File: config.mk
export PLATFORM = sky130hd
export DESIGN_NAME = rr_mux_8x1
export DESIGN_NICKNAME = d
export VERILOG_FILES = /design/src/rtl/rr_mux_8x1.sv
export SDC_FILE = /design/constraint.sdc
export NUM_CORES = 1
export LEC_CHECK = 0
export CORE_ASPECT_RATIO = 1.2
export CORE_MARGIN = 2
export CORE_UTILIZATION = 44
export CTS_CLUSTER_DIAMETER = 200
export DETAILED_ROUTE_END_ITERATION = 12
export PLACE_DENSITY = 0.85
export SYNTH_ARGS = -nofsm -noshare
export SYNTH_HDL_FRONTEND = slang
export SYNTH_SLANG_ARGS = --single-unit
File: constraint.sdc
create_clock -name clk -period 7.05 [get_ports clk]
set_clock_uncertainty 0.2 [all_clocks]
set_input_delay 1.41 -clock clk [delete_from_list [all_inputs] [get_ports clk]]
set_output_delay 1.41 -clock clk [all_outputs]
set_load 0.03 [all_outputs]
File: src/rtl/rr_mux_8x1.sv
// Registered 8-to-1 round-robin merge: picks one valid channel per cycle,
// tags the beat with its source index and holds it in a single output stage.

module rr_mux_8x1_lane #(
  parameter int DATA_W = 8
) (
  input  logic              i_sel,
  input  logic [DATA_W-1:0] i_data,
  output logic [DATA_W-1:0] o_data
);
  assign o_data = i_sel ? i_data : '0;
endmodule

module rr_mux_8x1 #(
  parameter int DATA_W = 8
) (
  input  logic                  clk,
  input  logic                  rst_n,
  input  logic [7:0]            in_valid,
  input  logic [8*DATA_W-1:0]   in_data,
  output logic [7:0]            in_ready,
  output logic                  out_valid,
  output logic [DATA_W-1:0]     out_data,
  output logic [2:0]            out_sel,
  input  logic                  out_ready
);
  localparam int NUM_LANES = 8;

  logic [2:0]                         r_ptr;
  logic                               r_out_valid;
  logic [DATA_W-1:0]                  r_out_data;
  logic [2:0]                         r_out_sel;

  logic                               w_load_en;
  logic                               w_gnt_vld;
  logic [2:0]                         w_gnt_idx;
  logic [NUM_LANES-1:0]               w_grant;
  logic                               w_xfer;
  logic [NUM_LANES-1:0][DATA_W-1:0]   w_lane_q;
  logic [DATA_W-1:0]                  w_mux_data;

  assign w_load_en = ~r_out_valid | out_ready;

  // First valid channel at or after r_ptr, wrapping through 3-bit addition.
  always_comb begin
    logic [2:0] idx;
    idx       = '0;
    w_gnt_vld = 1'b0;
    w_gnt_idx = '0;
    for (int k = 0; k < NUM_LANES; k++) begin
      idx = r_ptr + 3'(k);
      if (!w_gnt_vld && in_valid[idx]) begin
        w_gnt_vld = 1'b1;
        w_gnt_idx = idx;
      end
    end
  end

  // rst_n gate keeps in_ready quiet while reset is held.
  assign w_grant  = (w_gnt_vld && w_load_en && rst_n) ? (NUM_LANES'(1) << w_gnt_idx) : '0;
  assign in_ready = w_grant;
  assign w_xfer   = |w_grant;

  for (genvar g = 0; g < NUM_LANES; g++) begin : g_lane
    rr_mux_8x1_lane #(.DATA_W(DATA_W)) u_lane (
      .i_sel  (w_grant[g]),
      .i_data (in_data[g*DATA_W +: DATA_W]),
      .o_data (w_lane_q[g])
    );
  end

  always_comb begin
    w_mux_data = '0;
    for (int k = 0; k < NUM_LANES; k++) w_mux_data = w_mux_data | w_lane_q[k];
  end

  always_ff @(posedge clk or negedge rst_n) begin
    if (!rst_n) begin
      r_ptr       <= '0;
      r_out_valid <= 1'b0;
      r_out_data  <= '0;
      r_out_sel   <= '0;
    end else if (w_load_en) begin
      r_out_valid <= w_xfer;
      if (w_xfer) begin
        r_out_data <= w_mux_data;
        r_out_sel  <= w_gnt_idx;
        r_ptr      <= w_gnt_idx + 3'd1;
      end
    end
  end

  assign out_valid = r_out_valid;
  assign out_data  = r_out_data;
  assign out_sel   = r_out_sel;
endmodule

==> flow_summary.yaml <==
synth:
  netlist_area_mm2: 0.002292
  syn_area_per_cell_um2: 9.060
  synth_async_sr_flop_share_pct: 100.0
  synth_nets: 336
  synthCells: 253
  synth_edf_count: 0
  ys_seq_area_share_pct: 16.38
  synth-seq-cells: 15
  ys_types: 56
  synth.yosys.warnings: 0
  synthFlopType: "dfrtp_1"
critical_path:
  cp_data_required_time_ns: 5.44
  cp-start-kind: "primary input"
  cp_max_fo: 7
  crit_type: "primary input to output port"
  critPathSlowestCell: "clkdlybuf4s50_1"
  crit_chain: "clkdlybuf4s50_1 -> mux4_2 -> mux2i_2 -> nand4_1 -> nor3_1 -> a211oi_1 -> a31oi_1 -> ha_1 -> ha_1 -> and2_1 -> clkdlybuf4s50_1"
  critPathMaxStageDelay_ns: 0.66
  endpoint_kind: "output port"
  cp_data_arrival_time_ns: 5.10
placement:
  portBuffers: 94
  dp_hpwl_um: 5713
  pre_cts_slack_ns: 0.3960
  post_dp_cell_area_mm2: 0.003188
  gp_congestion: 0.9977
timing:
  hold_viol_final: 0
  slew_headroom_pct: 37.57
  post-route-period-util_pct: 95.21
  setup_viol: 0
  rsz0062_at_grt: "false"
  period_needed_ns: 6.713
  worst_slack_ns: 0.3375
  worstMarginPinSlew_ns: 0.9365
  fmax_mhz: 149.0
  maxSlewViolCount: 0
  tns_ns: 0
  hold-worst-slack_ns: 0.2972
route:
  vias: 2458
  routed_via_density: 6.286
  antenna_left: 0
  wire_per_inst_um: 18.07
  drc_errors: 0
  first_iter_violations: 320
  first_pass_iters: 4
  wl_um: 7065
clock_network:
  htree_num_levels: 1
  numCtsBuffers: 3
  cts_root_buf: "clkbuf_8"
  cts_hold_buf: 0
  cts_resized: 0
  cts.sinks: 15
  cts_tree: "done"
  cts_buffer_depth: 2
  clock_latency_ns: 0.25
  clk_pin_slew_worst_paths_ns: 0.06
  post-cts-setup-buffer-count: 0
layout:
  regArea_um2: 375.4
  final_layout_size_suffix_gt1_share_pct: 17.22
  multi_input_comb_area_mm2: 0.001680
  final_cell_area_mm2: 0.003234
  diodes: 0
  layout_common_cells: "94 x clkdlybuf4s50_1, 19 x nor2_1, 15 x dfrtp_1"
  final_nets: 415
  areaGrowthSynthToFinish_pct: 41.10
  layout_commonest_cell: "clkdlybuf4s50_1"
  fill_cells: 421
floorplan:
  start_util_pct: 46.08
  pin_count: 95
  fp.dieW_um: 69.89
  dieArea_mm2: 0.005805
  die_y_um: 83.07
  core.rowCount: 28
  core_mm2: 0.004975
global_route:
  grt_usage_pct: 24.82
  grt_pass1_wl_um: 11850
  overflow: 0
  grt_pass1_vias: 2519
  grt_max_degree: 28
  antenna_found_initial: 0
run:
  maxCapViolCount: 0
outcome:
  outcome: "completed"
min_path:
  hold_class: "flip-flop to flip-flop"
==> cell usage after synthesis (4+ instances only) <==
cell type / n / area share (%)
a21oi_1: 8 / 1.7
a222oi_1: 9 / 3.9
a22o_1: 5 / 1.9
a22oi_1: 12 / 3.9
a31oi_1: 10 / 2.7
a31oi_2: 5 / 2.7
and3_1: 4 / 1.1
buf_2: 6 / 1.3
buf_4: 11 / 3.6
clkbuf_1: 7 / 1.1
dfrtp_1: 15 / 16
ha_1: 8 / 4.4
inv_1: 10 / 1.6
mux2_2: 13 / 6.4
mux2_4: 5 / 3.3
mux2i_1: 10 / 4.4
mux4_2: 9 / 8.8
nand2_1: 14 / 2.3
nand2b_1: 4 / 1.1
nand3_1: 5 / 1.1
nor2_1: 19 / 3.1
o211ai_1: 8 / 2.6
o21ai_0: 7 / 1.5
==> path summary, 6_finish.rpt <==
check	slack (ns)	cells past startpoint	from	to
max	0.34	11	in_valid[7]	in_ready[7]
min	0.30	2	out_valid$_DFFE_PN0P_	out_valid$_DFFE_PN0P_
max reg2reg	1.30	16	r_ptr[1]$_DFFE_PN0P_	out_sel[1]$_DFFE_PN0P_
min reg2reg	0.30	2	out_valid$_DFFE_PN0P_	out_valid$_DFFE_PN0P_
max in group asynchronous	5.20	2	rst_n	out_data[3]$_DFFE_PN0P_
min in group asynchronous	1.27	2	rst_n	out_sel[2]$_DFFE_PN0P_
==> cell families after synthesis <==
kind of cell / after synthesis / synth area share, %
XOR/XNOR: 2 / 0.7643
AND/OR/NAND/NOR: 61 / 13.21
adder cells (fa/ha/maj): 8 / 4.367
AO/OA/AOI/OAI: 85 / 29.42
multiplexers: 41 / 25.55
flip-flops: 15 / 16.38
buffers and inverters: 41 / 10.32
==> critical path: cells and delay by family <==
kind                       cells  cell delay, ns
buffers and inverters          2            1.19
muxes                          2            0.85
and+or+nand+nor                3            0.71
adders and majority gates      2            0.48
AOI/OAI and AO/OA              2            0.46
==> routing by layer <==
metal  vias up  track usage [%]  part of all wire (%)
met1      1142            29.67                    38
met4         0            15.91                   6.0
li1       1142                -                     -
met5         -                0                     0
met3        30            4.248                   7.8
met2       144            40.69                    49
==> cell type report <==
type	count	share of cell area [%]
timing repair buffer	104	31.41
tap	60	2.321
clock inverter	1	0.1547
inverter	11	1.277
clock buffer	3	1.277
multi-input combinational	197	51.95
sequential	15	11.61
==> metrics by stage <==
step | instances | util (%)
2_1_floorplan | 253 | -
3_3_place_gp | 387 | 64.08
3_5_place_dp | 387 | 64.08
4_1_cts | 391 | 65.02
5_1_grt | 391 | 65.02
6_report | 391 | 65.02
==> sequential cells by signal (all words and copies together) (netlist names) <==
register   count
out_data       8
out_sel        3
r_ptr          3
out_valid      1
Power is left out: the tool's default activity adds up to more than one toggle a clock period on the data nets, which glitch-free logic cannot reach.
